## config.mk

```make
export PLATFORM = sky130hd
export DESIGN_NAME = csc_enc_hls_deadlock_reporter
export DESIGN_NICKNAME = d
export VERILOG_FILES = /design/src/rtl/csc_enc_hls_deadlock_reporter.sv
export SDC_FILE = /design/constraint.sdc
export NUM_CORES = 1
export LEC_CHECK = 0
export CAP_MARGIN = 25
export CELL_PAD_IN_SITES_DETAIL_PLACEMENT = 1
export CELL_PAD_IN_SITES_GLOBAL_PLACEMENT = 2
export CORE_MARGIN = 2
export CORE_UTILIZATION = 29
export CTS_CLUSTER_DIAMETER = 200
export DETAILED_ROUTE_END_ITERATION = 12
export GPL_ROUTABILITY_DRIVEN = 0
export PLACE_DENSITY = 0.82
export SLEW_MARGIN = 25
export SYNTH_ARGS = -nofsm -noshare
export SYNTH_HDL_FRONTEND = slang
export SYNTH_SLANG_ARGS = --single-unit
```

## constraint.sdc

```tcl
create_clock -name clock -period 2.6 [get_ports clock]
set_input_delay 0.78 -clock clock [delete_from_list [all_inputs] [get_ports clock]]
set_output_delay 0.78 -clock clock [all_outputs]
set_load 0.02 [all_outputs]
```

## src/rtl/csc_enc_hls_deadlock_reporter.sv

```systemverilog
// Deadlock reporter for the csc_enc HLS monitors: filters transient stalls, confirms a deadlock
// after THRESH consecutive blocked cycles, and emits one report beat over valid/ready.
module csc_enc_hls_deadlock_reporter #(
    parameter int NUM_MON = 4,
    parameter int THRESH  = 1024,
    parameter int CNT_W   = 16,
    localparam int ID_W   = (NUM_MON > 1) ? $clog2(NUM_MON) : 1
) (
    input  logic                    clock,
    input  logic                    reset,
    input  logic [NUM_MON-1:0]      monitor_block,
    input  logic                    clear,
    output logic                    deadlock_detected,
    output logic [ID_W-1:0]         deadlock_id,
    output logic [CNT_W-1:0]        stall_cycles,
    output logic                    report_valid,
    input  logic                    report_ready,
    output logic [ID_W+CNT_W-1:0]   report_data
);

    localparam logic [CNT_W-1:0] THRESH_C = CNT_W'(THRESH);

    typedef enum logic [1:0] {IDLE, WATCH, REPORT, HOLD} state_t;

    state_t                  state, state_n;
    logic [ID_W-1:0]         cand, cand_n;
    logic [CNT_W-1:0]        cnt, cnt_n;
    logic [ID_W-1:0]         id_n;
    logic                    det_n;
    logic                    vld_n;
    logic [ID_W+CNT_W-1:0]   data_n;

    logic                    cand_hit;
    logic                    any_block;
    logic [ID_W-1:0]         low_idx;
    logic [CNT_W-1:0]        cnt_inc;

    function automatic logic [ID_W-1:0] lowest_set(input logic [NUM_MON-1:0] v);
        logic [ID_W-1:0] idx;
        idx = '0;
        for (int i = NUM_MON - 1; i >= 0; i--) begin
            if (v[i]) idx = ID_W'(i);
        end
        return idx;
    endfunction

    // Loop-based select keeps the lookup in range when NUM_MON is not a power of two.
    function automatic logic bit_at(input logic [NUM_MON-1:0] v, input logic [ID_W-1:0] idx);
        logic b;
        b = 1'b0;
        for (int i = 0; i < NUM_MON; i++) begin
            if (ID_W'(i) == idx) b = v[i];
        end
        return b;
    endfunction

    function automatic logic [CNT_W-1:0] sat_inc(input logic [CNT_W-1:0] c);
        return (&c) ? c : c + CNT_W'(1);
    endfunction

    assign cand_hit     = bit_at(monitor_block, cand);
    assign any_block    = |monitor_block;
    assign low_idx      = lowest_set(monitor_block);
    assign cnt_inc      = sat_inc(cnt);
    assign stall_cycles = cnt;

    always_comb begin
        state_n = state;
        cand_n  = cand;
        cnt_n   = cnt;
        det_n   = deadlock_detected;
        id_n    = deadlock_id;
        vld_n   = report_valid;
        data_n  = report_data;
        if (clear) begin
            state_n = IDLE;
            cand_n  = '0;
            cnt_n   = '0;
            det_n   = 1'b0;
            id_n    = '0;
            vld_n   = 1'b0;
            data_n  = '0;
        end else begin
            case (state)
                IDLE: begin
                    if (any_block) begin
                        cand_n  = low_idx;
                        cnt_n   = CNT_W'(1);
                        state_n = WATCH;
                    end else begin
                        cnt_n = '0;
                    end
                end
                WATCH: begin
                    if (cand_hit) begin
                        cnt_n = cnt_inc;
                        if (cnt_inc == THRESH_C) begin
                            state_n = REPORT;
                            det_n   = 1'b1;
                            id_n    = cand;
                            vld_n   = 1'b1;
                            data_n  = {cand, THRESH_C};
                        end
                    end else if (any_block) begin
                        // Candidate released while another monitor is stalled: restart on it.
                        cand_n = low_idx;
                        cnt_n  = CNT_W'(1);
                    end else begin
                        cnt_n   = '0;
                        state_n = IDLE;
                    end
                end
                REPORT: begin
                    if (cand_hit) cnt_n = cnt_inc;
                    if (report_ready) begin
                        vld_n   = 1'b0;
                        state_n = HOLD;
                    end
                end
                HOLD: begin
                    if (cand_hit) cnt_n = cnt_inc;
                end
                default: state_n = IDLE;
            endcase
        end
    end

    always_ff @(posedge clock) begin
        if (reset) begin
            state             <= IDLE;
            cand              <= '0;
            cnt               <= '0;
            deadlock_detected <= 1'b0;
            deadlock_id       <= '0;
            report_valid      <= 1'b0;
            report_data       <= '0;
        end else begin
            state             <= state_n;
            cand              <= cand_n;
            cnt               <= cnt_n;
            deadlock_detected <= det_n;
            deadlock_id       <= id_n;
            report_valid      <= vld_n;
            report_data       <= data_n;
        end
    end

endmodule
```

==> results.json <==
{
  "outcome": "completed",
  "clkPwrFrac": 0.327,
  "switching_share": 0.288,
  "vdd_ir_drop_max_mv": 0.196,
  "synth_top_cell_by_area": "dfxtp_1",
  "row_count": 30,
  "fmax_ghz": 0.406,
  "path_class": "in -> reg",
  "io_pins": 46,
  "track_usage": 0.166,
  "clock_path_buffers": 2,
  "grt_pass1_vias": 1924,
  "dr.pass1.iters": 4,
  "ys_types": 58,
  "num_vias": 1982,
  "async_flop_share": 0,
  "ys.flop_type": "dfxtp_1",
  "cts.clk_slew.worst_paths_ps": 90,
  "fin_crit_ps": 2460,
  "ys_seq_area_frac": 0.244,
  "path_delay_family": "simple AND/OR/NAND/NOR gates",
  "arrival_ps": 2650,
  "cp-end-kind": "flip-flop",
  "n_antenna_cell": 0,
  "drcViolationCount": 0,
  "netlist_area_mm2": 0.00197,
  "switching_power_uw": 212,
  "initial_core_util": 0.294,
  "crit_buf_inv": 2,
  "syn_inst": 246,
  "grt_max_degree": 20,
  "p_total_uw": 736,
  "cp.required_ps": 2790,
  "clock_sinks": 24,
  "postRouteAntennaNets": 0,
  "timing.final.crit_share": 0.947,
  "antenna_found_initial": 0,
  "synth_warnings": 0,
  "core_mm2": 0.00668,
  "ys_ff_latch": 24,
  "synth-edff-count": 0,
  "intPower_uw": 524,
  "vias_per_cell": 5.36,
  "setup_viol": 0,
  "skew_ps": 3.55,
  "cts_root_buffer": "clkbuf_8",
  "power.density_mw_per_mm2": 297,
  "die_h_um": 86.3,
  "hpwl_mm": 4.48,
  "crit_slowest_cell": "clkdlybuf4s50_1",
  "die_area_mm2": 0.00745,
  "placedCellCount": 367,
  "fin_nets": 307,
  "finalMaxSlewViolations": 0,
  "avgSynthCellArea_um2": 7.99,
  "fin_cells": 370,
  "drt_wl_total_mm": 5.97,
  "htree_num_levels": 1,
  "portBuffers": 30,
  "cp_cell_sequence": "clkdlybuf4s50_1, mux4_2, inv_1, or3_1, nor2_2, a41oi_1, a311oi_1",
  "area_delta_synth_final_pct": 26.0,
  "cp-start-kind": "primary input",
  "tns_ps": 0,
  "maxCapViolCount": 0,
  "insertion_delay_ps": 280,
  "grt_first_pass_wirelength_mm": 9.78,
  "max_stage_delay_ps": 480,
  "drtIter0Drc": 138,
  "relSlewSlack": 0.621,
  "hold_path_class": "reg -> reg",
  "die_x_um": 86.3,
  "synth.top_cell.area_share": 0.244,
  "hold_viol": 0,
  "routedWlPerCell_um": 16.1,
  "tightest_slew_ps": 564,
  "overflow": 0,
  "cts_buffers": 3,
  "hold_buffers": 0,
  "combPwrFrac": 0.160,
  "cts_tree": "built",
  "drive_gt1_frac": 0.190,
  "p_seq_frac": 0.513,
  "cp_max_fo": 4,
  "synth_area_leaders": "dfxtp_1 24%, buf_4 8.4%, a21oi_1 5.1%, ha_1 4.5%, nor2_1 4.4%",
  "p_leak_nw": 0.930
}
cell usage in the layout, fill, tap and decap left out, drive strengths merged, types with 2 or more instances in the layout:
cell type / netlist / routed
nor2: 25 / 25
a21oi: 20 / 20
buf: 26 / 28
nand3: 6 / 6
mux2i: 2 / 2
xnor2: 3 / 3
a22oi: 4 / 4
or3: 6 / 6
and4: 3 / 3
and2: 3 / 3
inv: 8 / 8
a41oi: 2 / 2
o21ai: 15 / 15
nor4: 5 / 5
clkbuf: 5 / 3
o221a: 2 / 2
a311oi: 7 / 7
and3: 5 / 5
nand2b: 2 / 2
nand4: 10 / 10
nand4b: 2 / 2
dfxtp: 24 / 24
ha: 7 / 7
nor3: 11 / 11
nand3b: 2 / 2
a31oi: 7 / 7
conb: 1 / 15
clkdlybuf4s50: 0 / 30
nand2: 18 / 18
power groups by stage:
stage	clock network, mW	logic (mW)	registers, mW
after detailed placement	0	0.119	0.386
after floorplan	0	0.0929	0.387
final	0.241	0.118	0.377
after global routing	0.263	0.133	0.379
after global placement	0	0.118	0.386
after CTS	0.250	0.120	0.378
repair_timing:
| action | 4_1_cts | 5_1_grt |
|---|---|---|
| buffers inserted | 0 | 0 |
| setup endpoints to repair | 0 | 4 |
| gates resized for setup | 0 | 4 |
worst register-to-register path, stage by stage, from the launching register on:
cell	delay (ps)
dfxtp_1	420
ha_1	250
nand4_4	240
nor4_4	410
a31oi_1	140
a32oi_2	250
nand4_2	210
a31oi_4	240
mux2i_1	200
metal layers:
metal,share of wire,GRT usage,up-vias
met5,0,0,-
met4,0.0077,0.0469,0
met3,0.036,0.0190,5
met2,0.47,0.269,52
met1,0.49,0.234,944
li1,-,-,981
area by class of cell:
cell class / instances / area (um^2)
Tap cell: 80 / 100
Inverter: 8 / 30.0
Sequential cell: 24 / 480
Fill cell: 835 / 4210
Clock buffer: 3 / 41.3
Multi-Input combinational cell: 197 / 1310
Timing Repair Buffer: 58 / 510
kinds of logic after synthesis:
family,after synthesis,synth area share
adders and majority gates,7,0.0446
and+or+nand+nor,102,0.305
AOI/OAI and AO/OA,66,0.238
other,1,0.00191
xor gates and xnor gates,3,0.0134
DFF,24,0.244
muxes,4,0.0274
buffers and inverters,39,0.125
sequential cells by signal (all words and copies together) (netlist names):
register      flops
cand              2
deadlock_id       1
report_data       2
report_valid      1
stall_cycles     16
state             2
final timing paths:
| check | slack, ps | start | endpoint | depth (start not counted) |
|---|---|---|---|---|
| min reg2reg | 480 | report_data[17] | report_data[17] | 2 |
| max | 140 | monitor_block[1] | stall_cycles[9] | 7 |
| min | 480 | report_data[17] | report_data[17] | 2 |
| max reg2reg | 180 | stall_cycles[1] | state[0] | 8 |
synth_stat cells, types with 3 or more instances:
cell / instances
nor2_1: 23
a21oi_1: 20
a31oi_1: 6
o21ai_0: 14
nand3_1: 5
dfxtp_1: 24
ha_1: 7
nor3_1: 10
buf_4: 22
nand2_1: 18
a22oi_1: 4
nor4_1: 3
a311oi_1: 5
or3_1: 6
clkbuf_1: 4
nand4_1: 7
and3_1: 5
xnor2_1: 3
inv_1: 8
stage by stage:
step,area (um^2),util,setup slack (ps),hold WS (ps)
after floorplan,2020,-,142,454
after global placement,2410,0.361,-123,465
after detailed placement,2410,0.361,-191,469
after CTS,2450,0.367,95.7,486
after global routing,2480,0.371,-11.5,531
final,2480,0.371,138,482
No activity file was read; power rests on OpenSTA's default activity.
